File: src/rtl/servant_ram_arbiter.sv
// servant_ram_arbiter
// Two-master Wishbone arbiter in front of the single-port servant RAM.
// Master 0 is normally the CPU, master 1 a boot loader or DMA engine.
// Grants are round-robin and are held until the RAM acks. A watchdog ends
// a hung transfer with a one-cycle error strobe.
//
// Ports:
//   i_wb_clk, i_wb_rst_n   clock, asynchronous active-low reset
//   i_mX_adr/dat/sel/we/cyc   master X request (word address, data, byte enables)
//   o_mX_rdt/ack/err          master X read data, acknowledge, timeout error
//   o_s_adr/dat/sel/we/cyc    RAM request, driven from the granted master
//   i_s_rdt/ack               RAM read data and acknowledge
//   o_grant                   one-hot current grant (bit0 = m0), 00 when idle
module servant_ram_arbiter #(
  parameter int aw      = 10,
  parameter int TIMEOUT = 15
) (
  input  logic          i_wb_clk,
  input  logic          i_wb_rst_n,
  input  logic [aw-3:0] i_m0_adr,
  input  logic [31:0]   i_m0_dat,
  input  logic [3:0]    i_m0_sel,
  input  logic          i_m0_we,
  input  logic          i_m0_cyc,
  output logic [31:0]   o_m0_rdt,
  output logic          o_m0_ack,
  output logic          o_m0_err,
  input  logic [aw-3:0] i_m1_adr,
  input  logic [31:0]   i_m1_dat,
  input  logic [3:0]    i_m1_sel,
  input  logic          i_m1_we,
  input  logic          i_m1_cyc,
  output logic [31:0]   o_m1_rdt,
  output logic          o_m1_ack,
  output logic          o_m1_err,
  output logic [aw-3:0] o_s_adr,
  output logic [31:0]   o_s_dat,
  output logic [3:0]    o_s_sel,
  output logic          o_s_we,
  output logic          o_s_cyc,
  input  logic [31:0]   i_s_rdt,
  input  logic          i_s_ack,
  output logic [1:0]    o_grant
);

  localparam logic [7:0] TIMEOUT_CNT = 8'(TIMEOUT);

  typedef enum logic {IDLE, BUSY} state_t;

  state_t     state_q, state_d;
  logic [1:0] grant_q, grant_d;
  // 1 = master 1 was served last, so master 0 wins the next tie
  logic       last_q, last_d;
  logic [7:0] wdog_q, wdog_d;

  logic busy;
  logic g_cyc;
  logic timeout;

  always_ff @(posedge i_wb_clk or negedge i_wb_rst_n) begin
    if (!i_wb_rst_n) begin
      state_q <= IDLE;
      grant_q <= 2'b00;
      last_q  <= 1'b1;
      wdog_q  <= 8'd0;
    end else begin
      state_q <= state_d;
      grant_q <= grant_d;
      last_q  <= last_d;
      wdog_q  <= wdog_d;
    end
  end

  always_comb begin
    busy    = (state_q == BUSY);
    g_cyc   = grant_q[1] ? i_m1_cyc : i_m0_cyc;
    // An ack in the same cycle takes priority over the timeout, and a
    // dropped cyc is an abort rather than a timeout.
    timeout = busy && g_cyc && !i_s_ack && (wdog_q == TIMEOUT_CNT);

    state_d = state_q;
    grant_d = grant_q;
    last_d  = last_q;
    wdog_d  = wdog_q;

    case (state_q)
      IDLE: begin
        if (i_m0_cyc || i_m1_cyc) begin
          state_d = BUSY;
          wdog_d  = 8'd0;
          if (i_m0_cyc && i_m1_cyc) grant_d = last_q ? 2'b01 : 2'b10;
          else                      grant_d = i_m0_cyc ? 2'b01 : 2'b10;
        end
      end
      BUSY: begin
        // Every way out of BUSY passes through one IDLE cycle so the RAM's
        // self-clearing ack toggle sees cyc low before the next grant.
        if (i_s_ack || timeout || !g_cyc) begin
          state_d = IDLE;
          grant_d = 2'b00;
          last_d  = grant_q[1];
          wdog_d  = 8'd0;
        end else begin
          wdog_d = wdog_q + 8'd1;
        end
      end
      default: begin
        state_d = IDLE;
        grant_d = 2'b00;
      end
    endcase
  end

  always_comb begin
    o_s_adr = '0;
    o_s_dat = 32'd0;
    o_s_sel = 4'd0;
    o_s_we  = 1'b0;
    o_s_cyc = 1'b0;
    if (busy) begin
      if (grant_q[1]) begin
        o_s_adr = i_m1_adr;
        o_s_dat = i_m1_dat;
        o_s_sel = i_m1_sel;
        o_s_we  = i_m1_we;
      end else begin
        o_s_adr = i_m0_adr;
        o_s_dat = i_m0_dat;
        o_s_sel = i_m0_sel;
        o_s_we  = i_m0_we;
      end
      o_s_cyc = g_cyc;
    end
  end

  assign o_m0_rdt = i_s_rdt;
  assign o_m1_rdt = i_s_rdt;
  assign o_m0_ack = busy & grant_q[0] & i_s_ack;
  assign o_m1_ack = busy & grant_q[1] & i_s_ack;
  assign o_m0_err = timeout & grant_q[0];
  assign o_m1_err = timeout & grant_q[1];
  assign o_grant  = grant_q;

endmodule

File: config.mk
export PLATFORM = sky130hd
export DESIGN_NAME = servant_ram_arbiter
export DESIGN_NICKNAME = d
export VERILOG_FILES = /design/src/rtl/servant_ram_arbiter.sv
export SDC_FILE = /design/constraint.sdc
export NUM_CORES = 1
export LEC_CHECK = 0
export CORE_MARGIN = 10
export CORE_UTILIZATION = 28
export DETAILED_ROUTE_END_ITERATION = 12
export HOLD_SLACK_MARGIN = 0.05
export PLACE_DENSITY = 0.87
export SLEW_MARGIN = 20
export SYNTH_ARGS = -nofsm -noshare
export SYNTH_HDL_FRONTEND = slang
export SYNTH_SLANG_ARGS = --single-unit
File: constraint.sdc
create_clock -name i_wb_clk -period 3.6 [get_ports i_wb_clk]
set_clock_uncertainty 0.1 [all_clocks]
set_input_delay 0.72 -clock i_wb_clk [delete_from_list [all_inputs] [get_ports i_wb_clk]]
set_output_delay 0.72 -clock i_wb_clk [all_outputs]
set_load 0.05 [all_outputs]
==> run summary, run 1 <==
Via count: 1841
Worst-path clk slew: 60 ps
RSZ-0062 raised after global routing: no
Later-pin clock latency in the skew report: 240 ps
Mapped cell area: 1920 sq um
DR vias/cell: 4.71
Post-DP HPWL: 5670 um
Max FO, Critical Path: 7
Crit path DAT: 2420 ps
P_int: 0.821 mW
Pwr Density: 574 nW/um^2
DRT iter0 DRCs: 67
Max VDD drop: 0.270 mV
Min-delay worst type: register to register
Post-synth top cells: buf_4, nor2b_1, mux2i_1
Reg-to-reg endpoint: wdog_q[4]
Fin. Hold Viols: 0
Slew Limit Fails: 0
CTS resizes: 0
Slowest stage cell on the critical path: clkdlybuf4s50_1
GR Overflow Total: 0
Die area: 10600 sq um
Final net count: 440
Top-count cell post-synth: buf_4
Synthesized instance count: 234
Area contributors post-synth: buf_4, mux2i_1, nor2b_1
Post-route core utilization: 0.456
First-pass GRT wire length: 9710 um
Post-synth EDFFs: 0
Hold EP: wdog_q[7]
Crit-path max cell delay: 580 ps
Die Ht: 103 um
Hold path cells: 1
Antenna Diode Count: 0
Crit path launch type: input port
Switch Pwr: 0.938 mW
Port buffer count: 146
# DRC: 0
Total CTS buffers: 3
Slew Limit Headroom: 0.633
DR pass1 iterations: 4
Ys flop type: dfrtp_1
Delay-heaviest family, CP: simple AND/OR/NAND/NOR gates
Largest net degree at the start of global routing: 57
Final Setup Violations: 0
Sink Count: 12
Worst path buffer plus inverter count: 2
Crit. End Element: output port
Setup_tns: 0 ps
Tmin final: 3240 ps
Detailed-route wire length: 6770 um
Clock power frac: 0.083
Maximum root-to-sink buffer count: 2
Vias in the first global route: 1937
Worst min-delay path startpoint: wdog_q[7]
Fillers: 663
Synthesis Warnings: 0
RD Place Congestion: 0.879
Layout cells sized above 1: 0.0482
Sequential share of power: 0.113
Die W: 103 um
FMAX: 309 MHz
Combinational share of power: 0.803
CTS H-tree depth: 1
Initial Utilization: 0.286
Hold Slack: 394 ps
CTS Hold Bufs: 0
DR WL/cell: 17.3 um
Worst R2R Setup Slack: 1370 ps
Syn_nets: 362
Worst r2r src: o_grant[1]
Actual slew at the worst max-slew pin: 548 ps
Cell taking the most area after synthesis: buf_4
IO Count: 243
FFs w/ async S/R, synth: 1.00
Status: finished, final reports clean
Synth cell types: 33
Setup CP Type: input port to output port
GRT Util Overall: 0.114
Antenna violations before repair: 0
Area grow syn2layout: 59.2%
Placeable Area: 6720 sq um
Seq/Total Area, Yosys: 0.157
Data required time of the worst path: 2780 ps
Rows: 30
#FFs+latches synth: 12
Root Buffer: clkbuf_8
FF-to-FF path depth: 5
# Max-Cap Violations: 0
Static leakage: 1.21 nW
Final Cycle Share: 0.899
Antenna Nets Post-Route: 0
Postcts setup bufs: 0
Critical-path cell list: clkdlybuf4s50_1, mux2i_1, or3b_4, nor2_1, and2_1, buf_12
Sw frac: 0.533
CTS tree: done
Register area: 303 sq um
Multi-input logic area: 1090 sq um
Mean area per synthesized cell: 8.22 sq um
Top-area cell type share of the netlist area: 0.250
## power by group through the flow
stage | sequential, mW | clock, mW | combinational [mW]
after detailed placement | 0.203 | 0 | 1.43
after floorplan | 0.196 | 0 | 1.14
after CTS | 0.201 | 0.150 | 1.43
after global routing | 0.206 | 0.157 | 1.49
after global placement | 0.201 | 0 | 1.42
final | 0.200 | 0.147 | 1.41
## how the worst max path moves through the flow
stage / start / endpoint / slack [ps] / depth (start not counted)
floorplan: o_grant[1] / o_s_dat[26] / 770 / 4
global placement: i_m1_cyc / o_m0_err / 410 / 6
detailed placement: i_m1_cyc / o_m1_err / 380 / 6
CTS: i_m1_cyc / o_m1_err / 370 / 6
global route: i_m1_cyc / o_m0_err / 290 / 6
finish: i_m1_cyc / o_m1_err / 360 / 6
## metal layers
metal  GRT usage  vias to the layer above  part of all wire
met5           0                        -                 0
met4      0.0417                        0             0.018
met3      0.0523                       20              0.14
met2       0.200                      106              0.48
met1       0.115                      830              0.36
li1            -                      885                 -
## stage by stage
stage	worst slack [ps]	area [sq um]	power, mW	std cells
2_1_floorplan	769	1920	1.34	234
3_3_place_gp	414	3010	1.62	387
3_5_place_dp	383	3010	1.63	387
4_1_cts	372	3060	1.78	391
5_1_grt	290	3060	1.85	391
6_report	364	3060	1.76	391
## layout by cell type, fill, tap and decap left out, types with 4 or more instances in the layout
| cell type | count |
|---|---|
| clkdlybuf4s50_1 | 143 |
| o21ai_0 | 5 |
| nor2b_1 | 48 |
| clkbuf_8 | 4 |
| mux2i_1 | 46 |
| nand2_1 | 4 |
| and3_1 | 5 |
| dfrtp_1 | 10 |
| a21oi_1 | 4 |
| a31oi_1 | 5 |
## layout make-up
| type | count | area share |
|---|---|---|
| repair buffers | 149 | 0.494 |
| inverters | 1 | 0.00123 |
| well taps | 80 | 0.0327 |
| flip-flops and latches | 12 | 0.0989 |
| clock buffers | 4 | 0.0180 |
| multi-input cells | 145 | 0.355 |
## worst register-to-register path, stage by stage, from the launching register on
cell,delay (ps)
dfrtp_2,640
buf_12,270
mux2i_1,190
or3b_4,440
a21oi_1,330
a22o_1,200
## sequential cells by signal, indices dropped and copies added, names as in the netlist
name	cells
wdog_q	8
busy	1
last_q	1
o_grant	2
## kinds of logic (layout without fill, tap and decap cells)
group / Yosys count / in the layout / synth area share
mux: 47 / 47 / 0.245
flops: 12 / 12 / 0.157
compound gates: 23 / 23 / 0.0774
buf+inv: 77 / 154 / 0.278
simple gates: 74 / 74 / 0.236
fa+ha+maj: 1 / 1 / 0.00650
(Power assumes the default switching activity.)
==> run 2, diff against run 1 <==
- CORE_ASPECT_RATIO: not set -> 0.8
==> run summary, run 2 (synthesized netlist as in run 1, its figures left out) <==
DR vias/cell: 4.52
Layout cells sized above 1: 0.0419
Final net count: 439
Die W: 113 um
Setup CP Type: input port to output port
CTS Hold Bufs: 0
DP Area: 3010 sq um
Total CTS buffers: 3
Hold Slack: 416 ps
Slew Limit Headroom: 0.616
Max FO, Critical Path: 7
Detailed-route wire length: 7240 um
Slew Limit Fails: 0
Die area: 10600 sq um
Crit path launch type: input port
Initial Utilization: 0.294
Largest net degree at the start of global routing: 55
Most common cell after layout, fill and taps aside: clkdlybuf4s50_1
# DRC: 0
# Max-Cap Violations: 0
Overall Power: 1.73 mW
Actual slew at the worst max-slew pin: 575 ps
Postcts setup bufs: 0
Grt met2 use: 0.216
CTS resizes: 0
Largest reg by FF count: wdog_q
Via count: 1779
DR WL/cell: 18.4 um
Final Cycle Share: 0.895
Commonest non-fill, non-tap cells in the layout: clkdlybuf4s50_1, nor2b_1, mux2i_1
Antenna violations before repair: 0
DRT iter0 DRCs: 52
Status: finished, final reports clean
Max reg flops: 8
GR Overflow Total: 0
GRT met1 Usage: 0.130
FMAX: 310 MHz
Busiest grt layer: met2
Area grow syn2layout: 58.5%
Min-delay worst type: register to register
Delay-heaviest family, CP: simple AND/OR/NAND/NOR gates
Worst path buffer plus inverter count: 2
Vias in the first global route: 1907
Post-route core utilization: 0.467
Fin. Hold Viols: 0
Finished Cell Area: 3050 sq um
CTS H-tree depth: 1
First-pass GRT wire length: 10600 um
Data required time of the worst path: 2780 ps
Setup_tns: 0 ps
Port buffer count: 146
Worst-path clk slew: 50 ps
Max VDD drop: 0.273 mV
RSZ-0062 raised after global routing: no
Static leakage: 1.20 nW
Slowest stage cell on the critical path: clkdlybuf4s50_1
Post-DP HPWL: 6220 um
IO Count: 243
Pwr Density: 569 nW/um^2
Crit. End Element: output port
RD Place Congestion: 0.832
Placeable Area: 6540 sq um
DR pass1 iterations: 4
Fillers: 645
Antenna Diode Count: 0
Antenna Nets Post-Route: 0
Root Buffer: clkbuf_8
Rows: 26
Crit path DAT: 2400 ps
Tmin final: 3220 ps
CTS tree: done
Die Ht: 94.2 um
Sink Count: 12
GRT Util Overall: 0.122
M3 GR Usage: 0.0543
Later-pin clock latency in the skew report: 240 ps
Crit-path max cell delay: 580 ps
Maximum root-to-sink buffer count: 2
Critical-path cell list: clkdlybuf4s50_1, mux2i_1, or3b_4, nor2_1, and2_1, buf_12
Final Setup Violations: 0
[run 2: changes by cell type in the layout (fill, tap and decap cells not counted)]
| cell | before | now |
|---|---|---|
| clkbuf_8 | 4 | 3 |
| buf_4 | 3 | 2 |
| clkbuf_1 | 0 | 1 |
[run 2: stage by stage]
step	setup slack (ps)	instances
finish	378	394
global route	328	394
CTS	397	394
detailed placement	406	390
global placement	433	390
floorplan	769	234
[run 2: final cells by class]
type | count | area (sq um) | area share
sequential | 12 | 303 | 0.0993
tap | 84 | 105 | 0.0345
multi-input combinational | 145 | 1090 | 0.356
clock buffer | 4 | 45.0 | 0.0148
timing repair buffer | 148 | 1510 | 0.494
inverter | 1 | 3.75 | 0.00123
[run 2: worst register-to-register path, cell delays in order, from the launching register on]
cell     delay (ps)
dfrtp_2         530
buf_12          320
mux2i_1         220
or3b_4          440
a21oi_1         330
a22o_1          210
[run 2: power breakdown]
group	switching, mW	total [mW]	internal (mW)
Clock	0.0471	0.125	0.0778
Combinational	0.859	1.42	0.562
Sequential	0.0297	0.188	0.158
Total	0.936	1.73	0.799
[run 2: worst paths after layout]
path	to	slack, ps	cells after the start	start
max	o_m1_err	380	6	i_m1_cyc
min	wdog_q[7]	420	1	wdog_q[7]
max reg2reg	wdog_q[1]	1370	5	o_grant[1]
min reg2reg	wdog_q[7]	420	1	wdog_q[7]
max in group asynchronous	o_grant[1]	2300	1	i_wb_rst_n
min in group asynchronous	wdog_q[5]	730	1	i_wb_rst_n
[run 2: layer usage]
metal / up-vias / wire, um
met5: - / 0
met4: 0 / 88
met3: 10 / 726
met2: 101 / 3760
met1: 787 / 2670
li1: 881 / -
